File: config.mk
export PLATFORM = sky130hd
export DESIGN_NAME = fp_mul_result_queue
export DESIGN_NICKNAME = d
export VERILOG_FILES = /design/src/rtl/fp_pkg.sv /design/src/rtl/fp_sync_fifo.sv /design/src/rtl/fp_mul_result_queue.sv
export SDC_FILE = /design/constraint.sdc
export NUM_CORES = 1
export LEC_CHECK = 0
export ABC_AREA = 0
export ABC_CLOCK_PERIOD_IN_PS = 2500
export BUFFER_PORTS_ARGS = -buffer_cell sky130_fd_sc_hd__buf_4
export CORE_ASPECT_RATIO = 0.9
export CORE_MARGIN = 4
export CORE_UTILIZATION = 40
export DETAILED_ROUTE_END_ITERATION = 6
export GPL_ROUTABILITY_DRIVEN = 0
export SLEW_MARGIN = 20
export SYNTH_ARGS = -nofsm -noshare
export SYNTH_HDL_FRONTEND = slang
export SYNTH_SLANG_ARGS = --single-unit
File: constraint.sdc
create_clock -name clk -period 2.5 [get_ports clk]
set_input_delay 0.125 -clock clk [delete_from_list [all_inputs] [get_ports clk]]
set_output_delay 0.125 -clock clk [all_outputs]
set_load 0.05 [all_outputs]
File: src/rtl/fp_pkg.sv
// -----------------------------------------------------------------------------
// fp_pkg
// Shared types for the FP multiplier result path.
//   status_t  : 5-bit IEEE status vector {NV,DZ,OF,UF,NX}
//   ST_*      : bit positions inside status_t
//   entry_t   : {res,status,tag} queue entry at the default 32-bit / 4-bit-tag
//               widths (parameterised blocks build the same layout locally)
//   ptr_w()   : pointer width for an N-entry memory, at least 1 bit
// -----------------------------------------------------------------------------
package fp_pkg;

  localparam int STATUS_W = 5;

  typedef logic [STATUS_W-1:0] status_t;

  localparam int ST_NV = 4;
  localparam int ST_DZ = 3;
  localparam int ST_OF = 2;
  localparam int ST_UF = 1;
  localparam int ST_NX = 0;

  localparam int DEF_EXPO_W = 8;
  localparam int DEF_MANT_W = 23;
  localparam int DEF_TAG_W  = 4;

  typedef struct packed {
    logic [DEF_EXPO_W+DEF_MANT_W:0] res;
    status_t                        status;
    logic [DEF_TAG_W-1:0]           tag;
  } entry_t;

  function automatic int ptr_w(input int n);
    return (n > 1) ? $clog2(n) : 1;
  endfunction

endpackage

File: src/rtl/fp_sync_fifo.sv
// -----------------------------------------------------------------------------
// fp_sync_fifo
// First-word-fall-through synchronous FIFO, any DEPTH >= 1.
//   clk, rst_n : clock, asynchronous active-low reset
//   push/wdata : write when push and (not full, or a pop happens the same edge)
//   pop        : remove head when not empty (pop on empty is ignored)
//   rdata      : current head; while empty it holds the last popped entry
//                (zero after reset)
//   full/empty/count : occupancy
// -----------------------------------------------------------------------------
module fp_sync_fifo
  import fp_pkg::*;
#(
  parameter int WIDTH = 8,
  parameter int DEPTH = 4
) (
  input  logic                           clk,
  input  logic                           rst_n,
  input  logic                           push,
  input  logic [WIDTH-1:0]               wdata,
  input  logic                           pop,
  output logic [WIDTH-1:0]               rdata,
  output logic                           full,
  output logic                           empty,
  output logic [$clog2(DEPTH+1)-1:0]     count
);

  localparam int PW = ptr_w(DEPTH);
  localparam int CW = $clog2(DEPTH+1);

  logic [WIDTH-1:0] mem [DEPTH];
  logic [PW-1:0]    wr_ptr_reg, rd_ptr_reg;
  logic [CW-1:0]    count_reg;
  logic [WIDTH-1:0] hold_reg;
  logic             do_push, do_pop;

  function automatic logic [PW-1:0] next_ptr(input logic [PW-1:0] p);
    return (p == PW'(DEPTH-1)) ? '0 : p + 1'b1;
  endfunction

  assign empty   = (count_reg == '0);
  assign full    = (count_reg == CW'(DEPTH));
  assign do_pop  = pop & ~empty;
  // When full, a simultaneous pop frees the slot the write lands in; the head
  // has already been copied into hold_reg on that same edge.
  assign do_push = push & (~full | do_pop);
  assign count   = count_reg;
  assign rdata   = empty ? hold_reg : mem[rd_ptr_reg];

  always_ff @(posedge clk) begin
    if (do_push) mem[wr_ptr_reg] <= wdata;
  end

  always_ff @(posedge clk or negedge rst_n) begin
    if (!rst_n) begin
      wr_ptr_reg <= '0;
      rd_ptr_reg <= '0;
      count_reg  <= '0;
      hold_reg   <= '0;
    end else begin
      if (do_push) wr_ptr_reg <= next_ptr(wr_ptr_reg);
      if (do_pop) begin
        rd_ptr_reg <= next_ptr(rd_ptr_reg);
        hold_reg   <= mem[rd_ptr_reg];
      end
      case ({do_push, do_pop})
        2'b10:   count_reg <= count_reg + 1'b1;
        2'b01:   count_reg <= count_reg - 1'b1;
        default: count_reg <= count_reg;
      endcase
    end
  end

endmodule

File: src/rtl/fp_mul_result_queue.sv
// -----------------------------------------------------------------------------
// fp_mul_result_queue
// Sits behind a fixed-latency, handshake-free FP multiplier. Issues credits to
// the operand source, tracks ops in flight, captures res/status LAT edges after
// issue and queues them in order behind a valid/ready output. Sticky IEEE
// flags accumulate on retirement when FP_MUL_RQ_STICKY_FLAGS_EN is defined;
// otherwise flags_o is tied to zero and flags_clr is ignored.
//   clk, rst_n            : clock, asynchronous active-low reset
//   req_valid/req_ready   : op issued to the multiplier when both high
//   req_tag               : tag travelling with the issued op
//   mul_res/mul_status    : multiplier outputs, sampled LAT edges after issue
//   out_valid/out_ready   : queue head handshake
//   out_res/out_status/out_tag : queue head (held when out_valid is low)
//   flags_clr, flags_o    : sticky flag clear / sticky OR of retired statuses
//   inflight_o            : ops issued and not yet captured
// -----------------------------------------------------------------------------
module fp_mul_result_queue
  import fp_pkg::*;
#(
  parameter int EXPO_W = 8,
  parameter int MANT_W = 23,
  parameter int LAT    = 3,
  parameter int DEPTH  = 4,
  parameter int TAG_W  = 4
) (
  input  logic                          clk,
  input  logic                          rst_n,
  input  logic                          req_valid,
  output logic                          req_ready,
  input  logic [TAG_W-1:0]              req_tag,
  input  logic [EXPO_W+MANT_W:0]        mul_res,
  input  logic [4:0]                    mul_status,
  output logic                          out_valid,
  input  logic                          out_ready,
  output logic [EXPO_W+MANT_W:0]        out_res,
  output logic [4:0]                    out_status,
  output logic [TAG_W-1:0]              out_tag,
  input  logic                          flags_clr,
  output logic [4:0]                    flags_o,
  output logic [$clog2(LAT+1)-1:0]      inflight_o
);

  localparam int DATA_W = 1 + EXPO_W + MANT_W;
  localparam int IW     = $clog2(LAT+1);
  localparam int CW     = $clog2(DEPTH+1);

  typedef struct packed {
    logic [DATA_W-1:0] res;
    status_t           status;
    logic [TAG_W-1:0]  tag;
  } q_entry_t;

  localparam int EW = $bits(q_entry_t);

  logic             fire, capture, pop;
  logic [LAT-1:0]   vld_pipe_reg;
  logic [TAG_W-1:0] tag_pipe_reg [LAT];
  logic [IW-1:0]    inflight_reg;
  q_entry_t         push_entry, head_entry;
  logic [EW-1:0]    head_bits;
  logic             q_empty;
  logic             unused_q_full;
  logic [CW-1:0]    q_count;

  // Credits count both slots already holding results and slots reserved by
  // ops still inside the multiplier, so a capture can never find the queue
  // full. Only registered terms feed req_ready.
  assign req_ready = (32'(inflight_reg) + 32'(q_count)) < 32'(DEPTH);
  assign fire      = req_valid & req_ready;
  assign capture   = vld_pipe_reg[LAT-1];
  assign out_valid = ~q_empty;
  assign pop       = out_valid & out_ready;

  // Marker pipe: stage LAT-1 is set exactly when the multiplier presents the
  // result of the op issued LAT edges earlier. Reset clears it, so results of
  // ops issued before reset are never captured.
  always_ff @(posedge clk or negedge rst_n) begin
    if (!rst_n) begin
      vld_pipe_reg <= '0;
      for (int i = 0; i < LAT; i++) tag_pipe_reg[i] <= '0;
    end else begin
      vld_pipe_reg[0] <= fire;
      tag_pipe_reg[0] <= req_tag;
      for (int i = 1; i < LAT; i++) begin
        vld_pipe_reg[i] <= vld_pipe_reg[i-1];
        tag_pipe_reg[i] <= tag_pipe_reg[i-1];
      end
    end
  end

  always_ff @(posedge clk or negedge rst_n) begin
    if (!rst_n) begin
      inflight_reg <= '0;
    end else begin
      case ({fire, capture})
        2'b10:   inflight_reg <= inflight_reg + 1'b1;
        2'b01:   inflight_reg <= inflight_reg - 1'b1;
        default: inflight_reg <= inflight_reg;
      endcase
    end
  end

  assign inflight_o = inflight_reg;

  always_comb begin
    push_entry        = '0;
    push_entry.res    = mul_res;
    push_entry.status = mul_status;
    push_entry.tag    = tag_pipe_reg[LAT-1];
  end

  fp_sync_fifo #(
    .WIDTH (EW),
    .DEPTH (DEPTH)
  ) u_queue (
    .clk   (clk),
    .rst_n (rst_n),
    .push  (capture),
    .wdata (push_entry),
    .pop   (pop),
    .rdata (head_bits),
    .full  (unused_q_full),
    .empty (q_empty),
    .count (q_count)
  );

  assign head_entry = q_entry_t'(head_bits);
  assign out_res    = head_entry.res;
  assign out_status = head_entry.status;
  assign out_tag    = head_entry.tag;

`ifdef FP_MUL_RQ_STICKY_FLAGS_EN
  status_t flags_reg, flags_next;

  // Flags follow retirement: the popped status is ORed in even when a clear
  // arrives on the same edge.
  always_comb begin
    flags_next = flags_clr ? '0 : flags_reg;
    if (pop) flags_next = flags_next | head_entry.status;
  end

  always_ff @(posedge clk or negedge rst_n) begin
    if (!rst_n) flags_reg <= '0;
    else        flags_reg <= flags_next;
  end

  assign flags_o = flags_reg;
`else
  logic unused_flags_clr;
  assign unused_flags_clr = flags_clr;
  assign flags_o          = '0;
`endif

endmodule
**Word level (Yosys, flattened, before mapping)**

Memory sizes are Yosys's and may differ from the RTL's.
Cells that the tools add are included.

- Add/subtract/negate cells: 7
- $lt $le $gt $ge: 1
- Eq/ne operators: 7
- Multiplexer cells: 7
- Bitwise gates (word level): 7
- Reduce and logical (&&, ||, !) cells: 3

Operators by type and width:

| cell | number |
|---|---|
| $mux 41 | 1 |
| $eq 2x2->1 const B | 4 |
| $add 2x1->2 const B | 3 |
| $pmux 3 s2 | 1 |
| $add 2x3->4 | 1 |
| $and 1x1->1 | 4 |
| $eq 2x1->1 const B | 2 |
| $lt 4x3->1 const B | 1 |
| $mux 2 | 2 |
| $pmux 2 s2 | 1 |
| $reduce_bool 2->1 | 2 |
| $add 3x1->3 const B | 1 |
| $eq 3x3->1 const B | 1 |
| $logic_not 3->1 | 1 |
| $sub 3x1->3 const B | 1 |
| $mux 1 | 2 |
| $not 1->1 | 2 |
| $sub 2x1->2 const B | 1 |
| $or 1x1->1 | 1 |

- Register bits after elaboration: 65
- Bits in writable memories: 164
- Bits of input ports: 46
- Output and inout bits: 50
- Logic and storage cells: 42
- Memories kept: 1

Memories:

| memory | words | bits a word | rd ports | clocked after memory_dff | wr ports | line | RTL |
|---|---|---|---|---|---|---|---|
| u_queue.mem | 4 | 41 | 1 | 0 | 1 | fp_sync_fifo.sv:31 | `logic [WIDTH-1:0] mem [DEPTH];` |

**Logic depth before layout (Yosys ltp)**

- Depth in word-level cells: 8
- Depth in mapped cells: 11
- Gate-level depth less buffers: 9

**Cells and area by module**

From an unflattened synthesis, not the netlist that was laid out.

- Cell total of the unflattened synthesis: 434
- Area total of the unflattened synthesis: 9028.7 sq um

Modules (own cells, without submodules):

| module | times used | cells each | area an instance (sq um) | seq. area each (sq um) |
|---|---|---|---|---|
| fp_sync_fifo | 1 | 400 | 8471.9 | 6125.9 |
| fp_mul_result_queue | 1 | 34 | 556.8 | 425.4 |

**Worst setup path after synthesis**

OpenSTA, ideal clock, no wires.

- Kind: register to register
- Start point: register inflight_reg[1] (netlist: inflight_o[1])
- End point: register inflight_reg[1] (netlist: inflight_o[1])
- Library setup time: 144 ps
- Arrival time: 3122 ps
- Data required time: 2356 ps
- Slack: -766 ps
- Cell stages (with the launch flop): 8
- Buffers on the path: 0
- Clock period less this slack: 3266 ps
- Cell sequence: dfrtp_1 -> ha_1 -> a311oi_1 -> nand2_1 -> ha_1 -> xnor2_1 -> nor2_1 -> xor2_1

- Cells in the longest elaborated chain, start to end: 5
- Elaborated cells on any way between the ends: 9
- Classes of those cells: add/sub (3); order compare (1); eq/ne (2); mux (1); bitwise (1); reduce/logical (1)

Ends and longest elaborated chain:

| element | line | RTL |
|---|---|---|
| from (decl) | fp_mul_result_queue.sv:58 | `logic [IW-1:0] inflight_reg;` |
| from (signal assigned) | fp_mul_result_queue.sv:96 | `2'b10: inflight_reg <= inflight_reg + 1'b1;` |
| from (signal assigned) | fp_mul_result_queue.sv:97 | `2'b01: inflight_reg <= inflight_reg - 1'b1;` |
| from (signal assigned) | fp_mul_result_queue.sv:98 | `default: inflight_reg <= inflight_reg;` |
| $add 2x3->4 (*) | fp_mul_result_queue.sv:68 | `assign req_ready = (32'(inflight_reg) + 32'(q_count)) < 32'(DEPTH);` |
| $lt 4x3->1 (*) | fp_mul_result_queue.sv:68 |  |
| named net req_ready | fp_mul_result_queue.sv:29 | `output logic req_ready,` |
| $and 1x1->1 (*) | fp_mul_result_queue.sv:69 | `assign fire = req_valid & req_ready;` |
| $eq 2x1->1 or $eq 2x2->1 (tied branches) | fp_mul_result_queue.sv:95 | `case ({fire, capture})` |
| $pmux 2 s2 or $reduce_bool 2->1 (tied branches) | -- |  |

The timed path passes the listed nets; every way through them passes the cells marked *.
A chain may end at the register's enable or synchronous reset.

**Worst setup path after layout**

- Start point: register u_queue.rd_ptr_reg[1]
- End point: output port out_res[2]

- Cells in the longest elaborated chain, start to end: 2

Ends and longest elaborated chain:

| element | line | RTL |
|---|---|---|
| from (decl) | fp_sync_fifo.sv:32 | `logic [PW-1:0] wr_ptr_reg, rd_ptr_reg;` |
| from (signal assigned) | fp_sync_fifo.sv:63 | `rd_ptr_reg <= next_ptr(rd_ptr_reg);` |
| $mem_v2 4x41 | -- |  |
| $mux 41 | fp_sync_fifo.sv:48 | `assign rdata = empty ? hold_reg : mem[rd_ptr_reg];` |
| to (decl) | fp_mul_result_queue.sv:35 | `output logic [EXPO_W+MANT_W:0] out_res,` |

No other way between the ends.

==> impl_metrics.ini <==
[critical_path]
criticalPathCategory = reg2out
reg2reg_from = u_queue.count[0]
cp_max_fo = 21
cp-endpoint = out_res[2]
crit_path_start = u_queue.rd_ptr_reg[1]
cp.arrival_ps = 2250
r2r_end = u_queue.count[2]
cp-start-kind = flip-flop
r2r_cells = 8
required_ps = 2380
crit_path_end_kind = output port
rrSetupSlack_ps = 330

[grt]
met3_usage_pct = 3.15
grt_max_degree = 43
gr-max-usage-layer = met2
grt_usage_pct = 13.9
antenna_found_initial = 0
grt_pass1_vias = 4718
grt.overflow.total = 0
use_met2_pct = 23.9
met1_usage_pct = 18.4
grt_pass1_wl_um = 27000

[cts]
cts_max_level = 1
tritoncts = done
ctsRootBufferMaster = clkbuf_16
clkSlewWorstSetupHoldPaths_ps = 60
cts_buffer_depth = 3
clock_latency_ps = 500
cts_buffers = 24
clock-sinks = 229

[sta]
tns_ps = 0
rsz0062_at_grt = no
fmax_mhz = 421
finalClockSkew_ps = 12.4
slew_violations = 0
fin_crit_sh_pct = 95.1
worst_pin_slew_ps = 629
relSlewSlack_pct = 58.0
hold_violations = 0
period_needed_ps = 2380
setup_viol = 0

[power_and_ir_drop]
ir_worst_vdd_mv = 0.822
p_leak_nw = 4.18
pwr_density_cell_nw_per_um2 = 1360

[floorplanning]
die_x_um = 166
die_h_um = 150
start_util_pct = 41.2
io_pins = 96
die_area_um2 = 25000
rows = 51
core_area_um2 = 21900

[status]
status = finished clean

[finish]
seq_area_um2 = 6560
largest_register_ffs = 164
area.growth.synth_to_final_pct = 25.4
fin_util_pct = 51.6
stdcell_area_um2 = 11300
multiInputGateArea_um2 = 2230
nNetsFinal = 627
antenna_cells = 0
drive_above_1_share_pct = 45.9
n_fill_cell = 1745

[logic_synthesis]
synth_enable_flop_cells = 164
yosysTopAreaCellShare_pct = 54.6
ys_types = 27
ys_warn_count = 0
synth_top_area_cell = edfxtp_1
synth_seq_cells = 229
synthArstFlopShare_pct = 28.4
synth_cells = 419
seq_area_frac_synth_pct = 72.7
ys_top_cells_by_area = edfxtp_1 (55%), dfrtp_1 (18%), mux2_2 (10%), mux4_2 (9.5%), ha_1 (1.1%)
ys.flop_type = edfxtp_1
syn_area_um2 = 9010
syn_avg_cell_area_um2 = 21.5

[route]
viasPerCell = 4.91
drtIter0Drc = 192
drc = 0
dr.pass1.iters = 6
num_vias = 4324
drt-total-wl_um = 17100
wl_per_cell_um = 19.4
ant_nets = 0

[flow_run]
maxCapViolCount = 0

[hold_path]
hold_class = in2reg

[placed_design]
port_buffers = 89
dp_hpwl_um = 10300
place_area_um2 = 10000
[metrics by stage]
step / power, mW / std cells / hold slack (ps) / setup WS [ps]
3_3_place_gp: 11.8 / 792 / 193 / 368
4_1_cts: 15.6 / 881 / 76.2 / 24.9
5_1_grt: 16.1 / 881 / 80.2 / 38.7
2_1_floorplan: 10.2 / 423 / -171 / 65.7
3_5_place_dp: 11.9 / 792 / 193 / 284
6_report: 15.3 / 881 / 92.9 / 122
[layer usage]
metal	up-vias	wire [µm]	part of all wire, %
met2	107	8530	50
met3	29	838	4.9
met1	2234	7400	43
met5	-	0	0
li1	1954	-	-
met4	0	362	2.1
[timing repair]
item                                    4_1_cts  5_1_grt
endpoints found under the setup margin       41        8
gates cloned                                  0        0
endpoints found under the hold margin       193        0
setup buffers                                 2        0
hold buffers                                 43        0
gates resized for setup                       4        1
[critical path: stages (launching register included)]
cell	delay, ps
dfrtp_4	650
buf_4	270
mux4_2	320
mux2_2	310
buf_4	200
[layout by cell type, fill, tap and decap left out]
cell	netlist	routed
mux2_4	2	2
dfrtp_1	65	63
mux2_2	82	82
mux4_2	38	38
mux2i_1	1	1
and2_2	0	4
o41a_2	1	1
dlygate4sd3_1	0	43
nor2_1	4	4
inv_1	9	9
nand2_1	1	1
xor2_1	2	2
clkbuf_8	3	3
a311oi_4	0	1
edfxtp_1	164	164
mux2_1	2	2
or3_4	0	1
buf_12	0	9
dfrtp_4	0	2
clkbuf_16	0	25
fa_1	1	1
ha_1	8	8
clkinv_1	0	4
xnor2_1	4	4
buf_4	5	95
mux4_1	3	3
clkinv_2	0	4
clkbuf_1	2	5
bufinv_16	0	2
conb_1	1	5
nand2_8	1	1
clkinv_4	0	1
[synthesized netlist by cell type (3+ instances only)]
master	number
inv_1	9
ha_1	8
buf_8	4
mux4_2	38
mux4_1	3
mux2_2	82
buf_2	3
buf_6	7
xnor2_1	4
edfxtp_1	164
nor2_1	4
buf_4	5
clkbuf_8	3
dfrtp_1	65
and2_1	4
[where the power goes]
part	total, mW	internal, mW	switching, mW
Combinational	6.48	2.70	3.79
Sequential	5.36	4.94	0.420
Clock	3.48	2.12	1.36
[cell families after synthesis]
kind of cell | after synthesis | share of synthesized area [%]
and+or+nand+nor | 11 | 0.777
xor gates and xnor gates | 6 | 0.583
adders and majority gates | 9 | 1.33
other | 1 | 0.0416
AOI/OAI and AO/OA | 2 | 0.236
DFF | 229 | 72.7
buffers and inverters | 33 | 3.04
muxes | 128 | 21.3
[how the worst min path moves through the flow]
| stage | startpoint | endpoint | slack, ps | cells past startpoint |
|---|---|---|---|---|
| 2_1_floorplan | rst_n | inflight_o[0] | -170 | 0 |
| 3_3_place_gp | rst_n | u_queue.hold_reg[1] | 190 | 1 |
| 3_5_place_dp | rst_n | u_queue.hold_reg[1] | 190 | 1 |
| 4_1_cts | out_ready | u_queue.hold_reg[20] | 80 | 3 |
| 5_1_grt | out_ready | u_queue.hold_reg[30] | 80 | 3 |
| 6_report | out_ready | u_queue.hold_reg[20] | 90 | 3 |
[layout make-up]
type	count	share of cell area, %
clock buffers	33	6.07
flip-flops and latches	229	58.0
repair buffers	147	11.7
multi-input cells	161	19.7
well taps	291	3.22
clock inverters	11	0.919
inverters	9	0.299
Power figures use the tool's default switching activity.
